### config.mk
export PLATFORM = sky130hd
export DESIGN_NAME = apb_regbank
export DESIGN_NICKNAME = d
export VERILOG_FILES = /design/src/rtl/apb_regbank_pkg.sv /design/src/rtl/apb_reg_cell.sv /design/src/rtl/apb_regbank.sv
export SDC_FILE = /design/constraint.sdc
export NUM_CORES = 1
export LEC_CHECK = 0
export ABC_AREA = 0
export CELL_PAD_IN_SITES_DETAIL_PLACEMENT = 1
export CELL_PAD_IN_SITES_GLOBAL_PLACEMENT = 1
export CORE_AREA = 2 2 645 647
export CTS_BUF_LIST = sky130_fd_sc_hd__clkbuf_8 sky130_fd_sc_hd__clkbuf_16
export DETAILED_ROUTE_END_ITERATION = 12
export DIE_AREA = 0 0 647 649
export PLACE_DENSITY = 0.32
export SLEW_MARGIN = 20
export SYNTH_ARGS = -nofsm -noshare
export SYNTH_HDL_FRONTEND = slang
export SYNTH_SLANG_ARGS = --single-unit
### constraint.sdc
create_clock -name clk -period 2.5 [get_ports clk]
set_clock_uncertainty 0.05 [all_clocks]
set_input_delay 0.75 -clock clk [delete_from_list [all_inputs] [get_ports clk]]
set_output_delay 0.75 -clock clk [all_outputs]
set_load 0.05 [all_outputs]
### src/rtl/apb_regbank_pkg.sv
// Shared types for the APB register bank: register access kinds, bus FSM states
// and the wait-state counter width.
package apb_regbank_pkg;

    typedef enum logic [1:0] {
        ACC_RW  = 2'd0,
        ACC_RO  = 2'd1,
        ACC_WO  = 2'd2,
        ACC_W1C = 2'd3
    } acc_e;

    typedef enum logic [1:0] {
        StIdle,
        StAccess,
        StResp
    } state_e;

    localparam int unsigned WAIT_CNT_W = 4;

endpackage

### src/rtl/apb_reg_cell.sv
// One register of the bank: reset value, byte-strobe merge and access-kind behaviour.
// RO cells hold no useful state; they pass hw_in through to the read path.
module apb_reg_cell
    import apb_regbank_pkg::*;
#(
    parameter int unsigned      DATAW   = 32,
    parameter acc_e             ACC     = ACC_RW,
    parameter logic [DATAW-1:0] RST_VAL = '0
) (
    input  logic               clk,
    input  logic               rst_n,
    input  logic               wr_en,
    input  logic [DATAW-1:0]   wdata,
    input  logic [DATAW/8-1:0] wstrb,
    input  logic [DATAW-1:0]   hw_in,
    input  logic [DATAW-1:0]   hw_set,
    output logic [DATAW-1:0]   rdata,
    output logic [DATAW-1:0]   reg_q
);

    localparam int unsigned STRBW = DATAW / 8;

    logic [DATAW-1:0] value_q, value_d;
    logic [DATAW-1:0] bit_mask;

    always_comb begin
        bit_mask = '0;
        for (int unsigned b = 0; b < STRBW; b++) begin
            bit_mask[8*b +: 8] = {8{wstrb[b]}};
        end
    end

    always_comb begin
        value_d = value_q;
        case (ACC)
            ACC_RW, ACC_WO: begin
                if (wr_en) begin
                    value_d = (value_q & ~bit_mask) | (wdata & bit_mask);
                end
            end
            ACC_W1C: begin
                if (wr_en) begin
                    value_d = value_q & ~(wdata & bit_mask);
                end
                // Hardware set is applied last so it wins over a same-cycle clear.
                value_d = value_d | hw_set;
            end
            default: value_d = value_q;
        endcase
    end

    always_ff @(posedge clk or negedge rst_n) begin
        if (!rst_n) begin
            value_q <= RST_VAL;
        end else begin
            value_q <= value_d;
        end
    end

    assign rdata = (ACC == ACC_RO) ? hw_in : value_q;
    assign reg_q = (ACC == ACC_RO) ? '0 : value_q;

endmodule

### src/rtl/apb_regbank.sv
// APB slave exposing NREGS word-aligned registers with registered pready/prdata.
// Define APB_REGBANK_PSTRB_EN to add the pstrb port and per-byte-lane writes.
module apb_regbank
    import apb_regbank_pkg::*;
#(
    parameter int unsigned            ADDRW       = 32,
    parameter int unsigned            DATAW       = 32,
    parameter int unsigned            NREGS       = 16,
    parameter int unsigned            WAIT_CYCLES = 0,
    parameter logic [2*NREGS-1:0]     ACC_TYPE    = '0,
    parameter logic [NREGS*DATAW-1:0] RST_VAL     = '0
) (
    input  logic                   clk,
    input  logic                   rst_n,
    input  logic [ADDRW-1:0]       paddr,
    input  logic                   psel,
    input  logic                   penable,
    input  logic                   pwrite,
    input  logic [DATAW-1:0]       pwdata,
`ifdef APB_REGBANK_PSTRB_EN
    input  logic [DATAW/8-1:0]     pstrb,
`endif
    output logic [DATAW-1:0]       prdata,
    output logic                   pready,
    output logic                   pslverr,
    input  logic [NREGS*DATAW-1:0] hw_in,
    input  logic [NREGS*DATAW-1:0] hw_set,
    output logic [NREGS*DATAW-1:0] reg_q
);

    localparam int unsigned STRBW = DATAW / 8;
    localparam int unsigned IDXW  = ADDRW - 2;

    state_e                state_q, state_d;
    logic [WAIT_CNT_W-1:0] cnt_q, cnt_d;
    logic [ADDRW-1:0]      addr_q, addr_d;
    logic                  write_q, write_d;
    logic [DATAW-1:0]      wdata_q, wdata_d;
    logic [DATAW-1:0]      prdata_q, prdata_d;
    logic                  pready_q, pready_d;
    logic                  pslverr_q, pslverr_d;
    logic                  capture, commit;
    logic [STRBW-1:0]      wstrb;

    logic [IDXW-1:0]       idx;
    logic [NREGS-1:0]      hit;
    logic [NREGS-1:0]      wr_en;
    acc_e                  sel_acc;
    logic [DATAW-1:0]      rd_mux;
    logic                  err;
    logic [DATAW-1:0]      cell_rdata [NREGS];

    always_comb begin
        state_d = state_q;
        cnt_d   = cnt_q;
        capture = 1'b0;
        commit  = 1'b0;
        case (state_q)
            StIdle: begin
                if (psel && !penable) begin
                    state_d = StAccess;
                    cnt_d   = WAIT_CNT_W'(WAIT_CYCLES);
                    capture = 1'b1;
                end
            end
            StAccess: begin
                if (!psel) begin
                    state_d = StIdle;
                    cnt_d   = '0;
                end else if (penable) begin
                    if (cnt_q != '0) begin
                        cnt_d = cnt_q - WAIT_CNT_W'(1);
                    end else begin
                        state_d = StResp;
                        commit  = 1'b1;
                    end
                end
            end
            StResp:  state_d = StIdle;
            default: state_d = StIdle;
        endcase
    end

    always_comb begin
        addr_d  = capture ? paddr  : addr_q;
        write_d = capture ? pwrite : write_q;
        wdata_d = capture ? pwdata : wdata_q;
    end

    assign idx = addr_q[ADDRW-1:2];

    // One-hot register select; no hit means the index lies beyond the bank.
    always_comb begin
        hit     = '0;
        sel_acc = ACC_RW;
        rd_mux  = '0;
        for (int i = 0; i < NREGS; i++) begin
            if (idx == IDXW'(i)) begin
                hit[i]  = 1'b1;
                sel_acc = acc_e'(ACC_TYPE[2*i +: 2]);
                rd_mux  = cell_rdata[i];
            end
        end
    end

    assign err = ~|hit || (addr_q[1:0] != 2'b00) ||
                 (write_q && (sel_acc == ACC_RO)) || (!write_q && (sel_acc == ACC_WO));

    assign wr_en = (commit && write_q && !err) ? hit : '0;

    always_comb begin
        pready_d  = commit;
        pslverr_d = commit && err;
        prdata_d  = (commit && !err && !write_q) ? rd_mux : '0;
    end

    always_ff @(posedge clk or negedge rst_n) begin
        if (!rst_n) begin
            state_q   <= StIdle;
            cnt_q     <= '0;
            addr_q    <= '0;
            write_q   <= 1'b0;
            wdata_q   <= '0;
            prdata_q  <= '0;
            pready_q  <= 1'b0;
            pslverr_q <= 1'b0;
        end else begin
            state_q   <= state_d;
            cnt_q     <= cnt_d;
            addr_q    <= addr_d;
            write_q   <= write_d;
            wdata_q   <= wdata_d;
            prdata_q  <= prdata_d;
            pready_q  <= pready_d;
            pslverr_q <= pslverr_d;
        end
    end

`ifdef APB_REGBANK_PSTRB_EN
    logic [STRBW-1:0] strb_q, strb_d;

    assign strb_d = capture ? pstrb : strb_q;

    always_ff @(posedge clk or negedge rst_n) begin
        if (!rst_n) begin
            strb_q <= '0;
        end else begin
            strb_q <= strb_d;
        end
    end

    assign wstrb = strb_q;
`else
    assign wstrb = '1;
`endif

    for (genvar i = 0; i < NREGS; i++) begin : g_reg
        apb_reg_cell #(
            .DATAW   (DATAW),
            .ACC     (acc_e'(ACC_TYPE[2*i +: 2])),
            .RST_VAL (RST_VAL[i*DATAW +: DATAW])
        ) u_cell (
            .clk    (clk),
            .rst_n  (rst_n),
            .wr_en  (wr_en[i]),
            .wdata  (wdata_q),
            .wstrb  (wstrb),
            .hw_in  (hw_in[i*DATAW +: DATAW]),
            .hw_set (hw_set[i*DATAW +: DATAW]),
            .rdata  (cell_rdata[i]),
            .reg_q  (reg_q[i*DATAW +: DATAW])
        );
    end

    assign prdata  = prdata_q;
    assign pready  = pready_q;
    assign pslverr = pslverr_q;

endmodule

# ---- Yosys cells after proc, flatten, opt, wreduce, memory -nomap -nowiden
# Cells that the tools add are included.
dict set report totals {
  elab_cells 114
  reg_bits 617
}
dict set report classes {
  n_addsub 1
  n_mux 50
  eq_ne 20
  n_reduce_logical 19
}
# op n
set op_table {}
lappend op_table {{two-way mux 32 bit} 17}
lappend op_table {{== test 30 x 4 -> 1 bit (second input constant)} 8}
lappend op_table {{== test 30 x 3 -> 1 bit (second input constant)} 4}
lappend op_table {{== test 30 x 2 -> 1 bit (second input constant)} 2}
lappend op_table {{== test 30 x 1 -> 1 bit (second input constant)} 1}
lappend op_table {{zero test 30 bit} 1}
lappend op_table {{two-way mux 1 bit} 22}
lappend op_table {{two-way mux 16 bit} 1}
lappend op_table {{two-way mux 4 bit} 4}
lappend op_table {{OR reduction 16 bit} 1}
lappend op_table {{!= test 3 bit (second input constant)} 3}
lappend op_table {{two-way mux 2 bit} 4}
lappend op_table {{one-hot mux 4 bit (2 select lines)} 1}
lappend op_table {{logical AND 1 bit} 6}
lappend op_table {{zero test 1 bit} 4}
lappend op_table {{one-hot mux 2 bit (2 select lines)} 1}
lappend op_table {{AND reduction 4 bit} 1}
lappend op_table {{nonzero test 2 bit} 2}
lappend op_table {{nonzero test 4 bit} 1}
lappend op_table {{subtractor 4 x 1 -> 4 bit (second input constant)} 1}
lappend op_table {{AND reduction 3 bit} 1}
lappend op_table {{== test 2 x 1 -> 1 bit (second input constant)} 1}
lappend op_table {{zero test 2 bit} 1}
lappend op_table {{!= test 2 bit (second input constant)} 1}
lappend op_table {{logical OR 1 bit} 1}

# ---- Longest topological paths before layout
# Gate-level depths: netlist of the first run.
dict set report depth {
  word_depth 18
  ltp_mapped 11
}

# ---- By module
# A second synthesis of the first run with hierarchy kept.
dict set report unflattened {
  hier_cells 2601
  hier_area_um2 31526.5
}
# module cells_per_inst area_each_um2 n_inst seq_area_each_um2
set by_module_without_submodules {}
lappend by_module_without_submodules {apb_reg_cell 100 1426.4 16 800.8}
lappend by_module_without_submodules {apb_regbank 1001 8704.6 1 2627.5}

# ---- Worst setup path after synthesis of the first run
# OpenSTA, ideal clock, no wires.
dict set report synth_path {
  path_type {input port to flip-flop}
  start {input psel}
  end {register g_reg[9].u_cell.value_q[10]}
  cell_stages 7
  setup_slack_ns -0.235
  setup_ns 0.125
  arrival_ns 2.561
  t_required_ns 2.325
  path_cell_list {and2_1 nand3_1 nor3b_2 nand3_1 nor3_2 buf_2 mux2_2}
}
dict set report synth_via {
  elab_chain_len 5
}
# element line_no
set synth_rtl {}
lappend synth_rtl {{start, declared} apb_regbank.sv:16} ;# input logic psel,
lappend synth_rtl {{two-way mux 1 bit} apb_regbank.sv:67} ;# if (!psel) begin
lappend synth_rtl {{two-way mux 1 bit} apb_regbank.sv:58} ;# case (state_q)
lappend synth_rtl {{named net commit} apb_regbank.sv:42} ;# logic capture, commit;
lappend synth_rtl {{logical AND 1 bit (2 in a row)} apb_regbank.sv:109} ;# assign wr_en = (commit && write_q && !err) ? hit : '0;
lappend synth_rtl {{two-way mux 16 bit} apb_regbank.sv:109}
lappend synth_rtl {{end signal, assigned} apb_reg_cell.sv:56} ;# value_q <= value_d;
lappend synth_rtl {{end, declared} apb_reg_cell.sv:23} ;# logic [DATAW-1:0] value_q, value_d;
# The timed path passes the listed nets, and every way through them passes these cells.
# A chain may end at the register's enable or synchronous reset.

# ---- Worst setup path after layout of the first run
dict set report layout_path {
  start {register addr_q[9]}
  end {register g_reg[15].u_cell.value_q[6]}
}
dict set report layout_via {
  elab_chain_len 8
  word_cells_on_any_way 38
  cone_classes {eq/ne: 15; mux: 17; reduce/logical: 6}
}
# element line_no
set layout_rtl {}
lappend layout_rtl {{start, declared} apb_regbank.sv:36} ;# logic [ADDRW-1:0] addr_q, addr_d;
lappend layout_rtl {{start signal, assigned} apb_regbank.sv:130} ;# addr_q <= addr_d;
lappend layout_rtl {{== test 30 x 1 -> 1 bit (tied with other cells)} apb_regbank.sv:98} ;# if (idx == IDXW'(i)) begin
lappend layout_rtl {{two-way mux 1 bit} apb_regbank.sv:98}
lappend layout_rtl {{OR reduction 16 bit} apb_regbank.sv:106} ;# assign err = ~|hit || (addr_q[1:0] != 2'b00) ||
lappend layout_rtl {{zero test 1 bit} apb_regbank.sv:106}
lappend layout_rtl {{logical OR 1 bit} apb_regbank.sv:106}
lappend layout_rtl {{zero test 1 bit} apb_regbank.sv:109}
lappend layout_rtl {{logical AND 1 bit} apb_regbank.sv:109}
lappend layout_rtl {{two-way mux 16 bit (*)} apb_regbank.sv:109}
lappend layout_rtl {{end signal, assigned} apb_reg_cell.sv:56}
lappend layout_rtl {{end, declared} apb_reg_cell.sv:23}
# Mark *: on every way between the ends. The rest lies on a longest branch, timed or not.

==> results of run 1 <==
-- how the worst max path moves through the flow --
stage / from / endpoint / slack (ps)
6_report: addr_q[9] / g_reg[15].u_cell.rdata[6] / -570
5_1_grt: addr_q[10] / g_reg[15].u_cell.rdata[6] / -690
4_1_cts: addr_q[19] / g_reg[4].u_cell.rdata[26] / -640
3_5_place_dp: psel / prdata[12] / -1360
3_3_place_gp: psel / prdata[12] / -1400
2_1_floorplan: addr_q[7] / g_reg[14].u_cell.rdata[10] / -170
-- what timing repair did --
action	in CTS	in global routing
hold endpoints to repair	17	0
pin swaps	79	44
buffers inserted	90	24
gates cloned	16	7
endpoints found under the setup margin	755	754
hold buffers	1	0
resized for setup	335	204
-- cells by family (layout without fill, tap and decap cells) --
| logic type | after synthesis | after routing | synth area share |
|---|---|---|---|
| AOI/OAI and AO/OA | 415 | 415 | 0.0960 |
| xor gates and xnor gates | 1 | 1 | 0.000319 |
| adders and majority gates | 2 | 2 | 0.000910 |
| buffers and inverters | 190 | 1255 | 0.0294 |
| DFF | 617 | 617 | 0.562 |
| muxes | 629 | 629 | 0.265 |
| other | 0 | 6 | 0 |
| and+or+nand+nor | 253 | 253 | 0.0465 |
-- power groups by stage --
stage	Clock [mW]	Sequential, mW	Combinational (mW)
floorplan	0	10.7	1.28
global placement	0	11.3	3.13
detailed placement	0	11.3	3.14
CTS	13.3	11.1	3.28
global route	13.6	11.2	3.44
finish	12.8	11.1	3.25
-- layout by cell type (no fill, tap or decap), types with 11 or more instances in the layout --
cell type | synthesis | routed
o21ai_1 | 1 | 28
buf_12 | 0 | 156
nand2_4 | 0 | 16
o21ai_2 | 0 | 24
clkdlybuf4s50_1 | 0 | 275
a21oi_1 | 98 | 88
o21ai_0 | 117 | 65
dfrtp_1 | 617 | 615
mux2i_1 | 15 | 15
mux2_2 | 565 | 415
clkbuf_8 | 0 | 17
nand4_1 | 15 | 15
buf_6 | 3 | 46
buf_8 | 0 | 16
o22ai_1 | 64 | 52
nand2_2 | 0 | 14
nand2_1 | 87 | 52
nor2_4 | 0 | 11
inv_1 | 18 | 42
a22oi_1 | 17 | 14
clkbuf_16 | 0 | 92
buf_4 | 3 | 565
o221ai_1 | 21 | 14
nor2_1 | 70 | 56
mux2_4 | 30 | 180
buf_16 | 0 | 19
-- state kept, by name, indices dropped and copies added (netlist names), 2 cells and up --
signal / count
prdata: 32
state_q: 2
addr_q: 32
wdata_q: 32
g.u_cell.rdata: 512
cnt_q: 4
-- metrics by stage --
step	util	hold WS, ps	cells
2_1_floorplan	-	404	2107
3_3_place_gp	0.105	441	8380
3_5_place_dp	0.105	454	8380
4_1_cts	0.119	428	8633
5_1_grt	0.121	444	8648
6_report	0.121	446	8652
-- Yosys cell counts (all sizes together) (2+ instances only) --
cell | n | area share
nand2b | 5 | 0.0011
a21oi | 98 | 0.018
nand3 | 14 | 0.0030
nand3b | 2 | 0.00055
a31oi | 5 | 0.0011
mux4 | 10 | 0.0082
o221ai | 21 | 0.0067
mux2 | 604 | 0.25
nor4 | 10 | 0.0033
nor3 | 19 | 0.0054
a211oi | 5 | 0.0014
dfrtp | 617 | 0.56
a221oi | 10 | 0.0032
a31o | 2 | 0.00064
ha | 2 | 0.00091
a222oi | 2 | 0.00073
and2 | 5 | 0.0011
o31ai | 3 | 0.00082
buf | 67 | 0.013
o22ai | 64 | 0.015
a21o | 6 | 0.0016
inv | 18 | 0.0025
nor2 | 71 | 0.0098
a221o | 3 | 0.0011
or3 | 6 | 0.0014
nor3b | 2 | 0.00073
o21a | 2 | 0.00055
nor2b | 5 | 0.0011
a2bb2oi | 3 | 0.00096
o32ai | 13 | 0.0041
and3 | 3 | 0.00068
a22o | 2 | 0.00064
a2111oi | 4 | 0.0013
a32oi | 5 | 0.0016
or2 | 3 | 0.00068
clkbuf | 104 | 0.014
nand2 | 87 | 0.012
or4 | 3 | 0.00082
a22oi | 17 | 0.0046
o2111a | 11 | 0.0045
nand4 | 15 | 0.0034
o211ai | 5 | 0.0014
mux2i | 15 | 0.0055
o21ai | 118 | 0.021
o22a | 10 | 0.0032
-- per-layer routing --
layer,global-route usage,vias to the layer above,part of all wire
met5,0,-,0.00058
met4,0.0241,20,0.024
met3,0.0275,186,0.059
met2,0.183,692,0.49
met1,0.133,12900,0.43
li1,-,9822,-
-- layout make-up --
class | count | area (sq um) | area share
antenna | 6 | 15.0 | 0.000300
clock buffer | 102 | 2360 | 0.0472
clock inverter | 49 | 544 | 0.0109
inverter | 19 | 71.3 | 0.00143
multi-input combinational | 1300 | 13100 | 0.262
sequential | 617 | 15400 | 0.309
tap | 5474 | 6850 | 0.137
timing repair buffer | 1085 | 11600 | 0.232
==> qor.yml, run 1 <==
outcome: "complete, but fails checks"
violations: "setup timing"
fin_area_sq_um: 50000
finalWorstSetupSlack_ps: -570
track_usage: 0.107
regToRegStartpoint: "addr_q[9]"
power.net_switching_mw: 8.27
cts_root_buf: "clkbuf_16"
rows: 236
cts_tree: "yes"
placed_area_sq_um: 43500
power.total_mw: 27.2
drtAntennaViolNets: 0
grt_pass1_wl_um: 293000
die_x_um: 647
path_depth: 11
synthToLayoutAreaGrowth_pct: 81.8
critical-path-top-delay-family: "simple AND/OR/NAND/NOR gates"
place_ws_ps: -1360
min_period_ps: 3070
initial_core_util: 0.0666
postSynth.asyncResetShare: 1.00
fmax_mhz: 326
rsz0062_at_grt: "true"
syn_inst: 2107
vdd_drop_max_v: 0.000526
required_ps: 3050
first_pass_iters: 5
arrival_ps: 3620
boundaryPins: 1639
grt_max_degree: 58
numCtsBuffers: 85
r2r_slack_ps: -570
slew_headroom: 0.246
p_clk_frac: 0.472
die_height_um: 649
seq_area_frac_synth: 0.562
clock_sinks: 617
post-dp-hpwl_um: 181000
fin_crit_sh: 1.23
clockBufferDepth: 3
drt_iter0_drc: 1318
endpoint_kind: "register"
p_seq_frac: 0.408
powerDensity_nw_per_um2: 544
nets: 4203
ys_ff_latch: 617
ys.warnings.count: 0
via_per_inst: 2.74
worstSetupStartpointType: "register"
num_vias: 23700
swShare: 0.304
finalSetupTns_ps: -283540
comb_power_share: 0.119
core_sq_um: 413000
grt_pass1_vias: 25700
r2r_end: "g_reg[15].u_cell.rdata[6]"
drt-total-wl_um: 233000
worstMarginPinSlew_ps: 1130
final-hold-violation-count: 0
slowest_delay_ps: 590
wl_per_cell_um: 27.0
crit_fanout: 21
io_buffers: 614
syn_nets: 3202
drc: 0
path_class: "reg2reg"
synthFlopType: "dfrtp_1"
nFillCells: 47300
p_int_mw: 18.9
setup_viol: 752
cap_violations: 0
synth_cell_types: 71
gp_congestion: 0.772
cts.htree.levels: 3
r2r_cells: 11
path_buf_inv: 6
drive_above_1_share: 0.546
overflow: 0
clk_latency_ps: 730
synthesis.area_sq_um: 27500
cp_common_cell: "buf_6"
power.leakage_nw: 21.2
postSynthAreaPerCell_sq_um: 13.0
antenna_found_initial: 23
synth_edf_count: 0
slowest_stage: "or4_4"
die-area_sq_um: 420000
path_cells: "or4_4, buf_4, nor4b_4, buf_12, buf_8, nand3_4, buf_6, nor2_4, buf_6, buf_16, mux2_2"
hold_class: "in2async"
clk_pin_slew_ps: 60
slew_violations: 0
Power figures use the tool's default switching activity.
==> inputs of run 2 (changes only) <==
--- a/config.mk
+++ b/config.mk
@@ -8,2 +8,3 @@
 export ABC_AREA = 0
+export ABC_CLOCK_PERIOD_IN_PS = 2500
 export CELL_PAD_IN_SITES_DETAIL_PLACEMENT = 1
==> constraint.sdc (replaced) <==
create_clock -name clk -period 2.5 [get_ports clk]
set_clock_uncertainty 0.05 [all_clocks]
set_input_delay 0.375 -clock clk [delete_from_list [all_inputs] [get_ports clk]]
set_output_delay 0.375 -clock clk [all_outputs]
set_load 0.05 [all_outputs]
==> run 2 against run 1 <==
The flow still finishes with violations (setup timing). Non-clock buffer count is 61 lower. Sequential power about the same. Routed wire length grew 0.54%. Cell area is 2.5% lower. Critical path type unchanged.
==> qor.yml, run 2 (synthesis results as in run 1) <==
outcome: "complete, but fails checks"  # unchanged
violations: "setup timing"  # unchanged
rsz0062_at_grt: "true"  # unchanged
slew_headroom: 0.363  # was 0.246
hold_class: "in2async"  # unchanged
clk_pin_slew_ps: 60  # about the same
core_sq_um: 413000  # unchanged
worstMarginPinSlew_ps: 956  # was 1130 ps
synthToLayoutAreaGrowth_pct: 77.2  # was 81.8%
path_class: "reg2reg"  # unchanged
grt_max_degree: 110  # was 58
cts.htree.levels: 3  # unchanged
clk_latency_ps: 720  # was 730 ps
overflow: 0  # unchanged
crit_fanout: 5  # was 21
die-area_sq_um: 420000  # unchanged
required_ps: 3020  # was 3050 ps
die_x_um: 647  # unchanged
cap_violations: 0  # unchanged
powerDensity_nw_per_um2: 552  # was 544 nW/um^2
slew_violations: 0  # unchanged
final_common_cell: "dfrtp_1"  # unchanged
drive_above_1_share: 0.475  # was 0.546
finalWorstSetupSlack_ps: -1070  # was -570 ps
wl_per_cell_um: 27.3  # was 27.0 um
io_buffers: 614  # unchanged
grt_pass1_vias: 24900  # was 25700
clock_sinks: 617  # unchanged
gp_congestion: 0.776  # was 0.772
nFillCells: 47400  # was 47300
num_vias: 23300  # was 23700
layout_common_cells: "dfrtp_1 (615), mux2_2 (439), buf_4 (436)"  # was dfrtp_1 (615), buf_4 (565), mux2_2 (415)
track_usage: 0.105  # was 0.107
worstSetupStartpointType: "register"  # unchanged
hold_ws_ps: 102  # was 446 ps
min_period_ps: 3570  # was 3070 ps
die_height_um: 649  # unchanged
initial_core_util: 0.0666  # unchanged
cts_tree: "yes"  # unchanged
cts_root_buf: "clkbuf_16"  # unchanged
rows: 236  # unchanged
setup_viol: 566  # was 752
drc: 0  # unchanged
fin_crit_sh: 1.43  # was 1.23
power.leakage_nw: 20.2  # was 21.2 nW
clockBufferDepth: 3  # unchanged
drt-total-wl_um: 235000  # was 233000 um
via_per_inst: 2.71  # was 2.74
final-hold-violation-count: 0  # unchanged
antenna_found_initial: 27  # was 23
grt_pass1_wl_um: 288000  # was 293000 um
largest_reg_flops: 512  # unchanged
post-dp-hpwl_um: 181000  # about the same
boundaryPins: 1639  # unchanged
fmax_mhz: 280  # was 326 MHz
arrival_ps: 4080  # was 3620 ps
vdd_drop_max_v: 0.000507  # was 0.000526 V
nets: 4144  # was 4203
drt_iter0_drc: 1308  # was 1318
endpoint_kind: "register"  # unchanged
numCtsBuffers: 87  # was 85
first_pass_iters: 4  # was 5
drtAntennaViolNets: 0  # unchanged
utilization: 0.118  # was 0.121
-- run 2: worst max-delay path, cell delays in order, from the launching register on --
cell and delay, ps:
dfrtp_1 400, nor4_4 330, nand4_1 470, buf_6 310, buf_12 140, nor4b_4 260, buf_6 160, buf_4 120
nand3_4 100, buf_6 160, nor2_4 130, buf_12 190, clkbuf_16 200, mux2_2 330
-- run 2: final cells by class --
| type | count | area [sq um] | share of cell area |
|---|---|---|---|
| well taps | 5474 | 6850 | 0.141 |
| flip-flops and latches | 617 | 15400 | 0.317 |
| clock inverters | 47 | 348 | 0.00714 |
| multi-input cells | 1300 | 12600 | 0.258 |
| inverters | 19 | 71.3 | 0.00146 |
| repair buffers | 1024 | 10900 | 0.223 |
| clock buffers | 113 | 2550 | 0.0523 |
| diodes | 5 | 12.5 | 0.000257 |
-- run 2: metal layers --
layer / share of wire / GRT usage
met1: 0.42 / 0.128
met2: 0.48 / 0.179
met3: 0.066 / 0.0317
met4: 0.030 / 0.0290
met5: 0.00061 / 0
-- run 2: per-stage QoR --
step	TNS, ps	total power [mW]	instance area [sq um]	setup WS [ps]	instances
after global routing	-611510	27.9	48700	-1260	8595
after detailed placement	-674940	14.4	43100	-1860	8346
after floorplan	-32120	11.9	27800	-173	2107
after global placement	-716830	14.4	43100	-1910	8346
final	-510950	26.9	48700	-1070	8599
after CTS	-586430	27.4	47400	-1210	8550
-- run 2: repair_timing --
| action | 4_1_cts | 5_1_grt |
|---|---|---|
| gates resized for setup | 166 | 142 |
| setup endpoints to repair | 652 | 626 |
| cloned | 10 | 23 |
| pin swaps | 34 | 17 |
| endpoints found under the hold margin | 55 | 0 |
| hold buffers | 1 | 0 |
| buffers inserted | 34 | 22 |
-- run 2: final timing paths --
path,slack [ps],depth (start not counted),from,to
setup / recovery,-1070,13,addr_q[20],g_reg[15].u_cell.rdata[5]
hold / removal,100,2,rst_n,wdata_q[9]
setup reg to reg,-1070,13,addr_q[20],g_reg[15].u_cell.rdata[5]
hold reg to reg,450,1,state_q[1],state_q[1]
max in group asynchronous,1110,3,rst_n,g_reg[13].u_cell.rdata[23]
min in group clk,210,2,pwdata[9],wdata_q[9]
-- run 2: where the power goes --
| part | internal [mW] | switching (mW) | leakage, nW |
|---|---|---|---|
| Combinational | 1.13 | 1.96 | 10.3 |
| Clock | 7.19 | 5.52 | 1.49 |
| Sequential | 10.2 | 0.875 | 8.40 |
==> inputs of run 3 (changes only) <==
- SETUP_SLACK_MARGIN: default -> 0.02
==> run 3 against run 2 <==
The run still ends with setup timing left. Cell area rose by 1.6%. Clock power barely moved. Final cell count up 0.22%. Combinational power hardly changed. Largest power group unchanged. Highest routed layer unchanged.
==> qor.yml, run 3 (synthesis results as in run 1) <==
overflow: 0  # unchanged
grt_pass1_vias: 25300  # was 24900
clk_pin_slew_ps: 60  # about the same
grt_pass1_wl_um: 296000  # was 288000 um
cts_root_buf: "clkbuf_16"  # unchanged
slew_headroom: 0.302  # was 0.363
cts_tree: "yes"  # unchanged
fmax_mhz: 280  # about the same
setup_viol: 563  # was 566
antenna_found_initial: 30  # was 27
die-area_sq_um: 420000  # unchanged
finalSetupTns_ps: -522870  # was -510950 ps
post-dp-hpwl_um: 185000  # was 181000 um
powerDensity_nw_per_um2: 543  # was 552 nW/um^2
rows: 236  # unchanged
multiInputGateArea_sq_um: 13000  # was 12600 sq um
finalWorstSetupSlack_ps: -1080  # was -1070 ps
critical-path-top-delay-family: "simple AND/OR/NAND/NOR gates"  # unchanged
path_class: "reg2reg"  # unchanged
via_per_inst: 2.72  # was 2.71
rsz0062_at_grt: "true"  # unchanged
nFillCells: 47300  # was 47400
track_usage: 0.108  # was 0.105
crit_fanout: 11  # was 5
power.leakage_nw: 20.5  # was 20.2 nW
seq_area_sq_um: 15400  # unchanged
drc: 0  # unchanged
final-hold-violation-count: 0  # unchanged
endpoint_kind: "register"  # unchanged
slowest_stage: "nand4_1"  # unchanged
die_height_um: 649  # unchanged
slowest_delay_ps: 510  # was 470 ps
vdd_drop_max_v: 0.000446  # was 0.000507 V
numCtsBuffers: 84  # was 87
slew_violations: 0  # unchanged
fin_crit_sh: 1.43  # about the same
clock_sinks: 617  # unchanged
core_sq_um: 413000  # unchanged
drt-total-wl_um: 238000  # was 235000 um
path_cells: "nor4_4, nand4_1, buf_6, buf_6, nor4b_4, buf_4, nand3_2, buf_6, nor3_4, buf_12, buf_16, mux2_2"  # was nor4_4, nand4_1, buf_6, buf_12, nor4b_4, buf_6, buf_4, nand3_4, buf_6, nor2_4, buf_12, clkbuf_16, mux2_2
clk_latency_ps: 710  # was 720 ps
synthToLayoutAreaGrowth_pct: 80.1  # was 77.2%
required_ps: 3030  # was 3020 ps
cap_violations: 0  # unchanged
drt_iter0_drc: 1496  # was 1308
hold_class: "in2async"  # unchanged
final_common_cell: "dfrtp_1"  # unchanged
cts.htree.levels: 3  # unchanged
initial_core_util: 0.0666  # unchanged
num_vias: 23500  # was 23300
largest_reg_flops: 512  # unchanged
path_buf_inv: 6  # was 7
layoutNonFillerInstCount: 8618  # was 8599
die_x_um: 647  # unchanged
worstSetupStartpointType: "register"  # unchanged
nets: 4165  # was 4144
violations: "setup timing"  # unchanged
first_pass_iters: 5  # was 4
io_buffers: 614  # unchanged
drive_above_1_share: 0.490  # was 0.475
dp.cells: 8374  # was 8346
clockBufferDepth: 3  # unchanged
layout_common_cells: "dfrtp_1 (615), buf_4 (438), clkdlybuf4s50_1 (410)"  # was dfrtp_1 (615), mux2_2 (439), buf_4 (436)
worstMarginPinSlew_ps: 1050  # was 956 ps
min_period_ps: 3580  # was 3570 ps
wl_per_cell_um: 27.6  # was 27.3 um
outcome: "complete, but fails checks"  # unchanged
gp_congestion: 0.791  # was 0.776
utilization: 0.120  # was 0.118
drtAntennaViolNets: 0  # unchanged
cp_common_cell: "buf_6"  # unchanged
grt_max_degree: 99  # was 110
boundaryPins: 1639  # unchanged
arrival_ps: 4110  # was 4080 ps
[run 3: routing by layer]
metal / routed length [um] / track usage / up-vias / part of all wire
met5: 172 / 0 / - / 0.00072
met4: 8260 / 0.0345 / 28 / 0.035
met3: 22000 / 0.0461 / 214 / 0.092
met2: 111000 / 0.179 / 704 / 0.47
met1: 96300 / 0.125 / 12800 / 0.41
li1: - / - / 9742 / -
[run 3: layout make-up]
cell class,instances,share of cell area
clock inverters,45,0.00829
well taps,5474,0.138
multi-input cells,1300,0.263
inverters,19,0.00144
flip-flops and latches,617,0.312
repair buffers,1048,0.228
clock buffers,105,0.0483
diodes,10,0.000506
[run 3: worst paths after layout]
path	slack [ps]	to	from	cells past startpoint
max	-1080	g_reg[10].u_cell.rdata[27]	addr_q[13]	12
min	80	g_reg[12].u_cell.rdata[1]	rst_n	2
max reg2reg	-1080	g_reg[10].u_cell.rdata[27]	addr_q[13]	12
min reg2reg	460	cnt_q[1]	cnt_q[1]	2
max in group asynchronous	1250	g_reg[6].u_cell.rdata[29]	rst_n	4
min in group clk	220	wdata_q[10]	pwdata[10]	2
[run 3: stage by stage]
| step | power [mW] | hold WS (ps) | setup slack [ps] | area, sq um |
|---|---|---|---|---|
| finish | 26.9 | 75.3 | -1080 | 49500 |
| global route | 27.9 | 51.3 | -1270 | 49500 |
| CTS | 27.4 | 25.9 | -1250 | 48300 |
| detailed placement | 14.5 | 206 | -1550 | 43400 |
| global placement | 14.5 | 209 | -1520 | 43400 |
| floorplan | 11.9 | 29.4 | -173 | 27800 |
[run 3: what timing repair did]
action,4_1_cts,5_1_grt
pin swaps,47,41
hold buffers,1,0
gates resized for setup,268,218
hold endpoints to repair,377,0
endpoints found under the setup margin,700,677
gates cloned,15,12
buffers inserted,47,23
[run 3: worst reg2reg max path, stage by stage, from the launching register on]
cell	delay, ps
dfrtp_1	410
nor4_4	310
nand4_1	510
buf_6	330
buf_6	120
nor4b_4	350
buf_4	200
nand3_2	80
buf_6	170
nor3_4	150
buf_12	180
buf_16	190
mux2_2	420
[run 3: report_power, final]
group          internal (mW)  switching [mW]  leakage (nW)
clock network           7.10            5.41          1.46
logic                   1.24            1.85          10.6
registers               10.2            1.04          8.40
total                   18.6            8.29          20.5
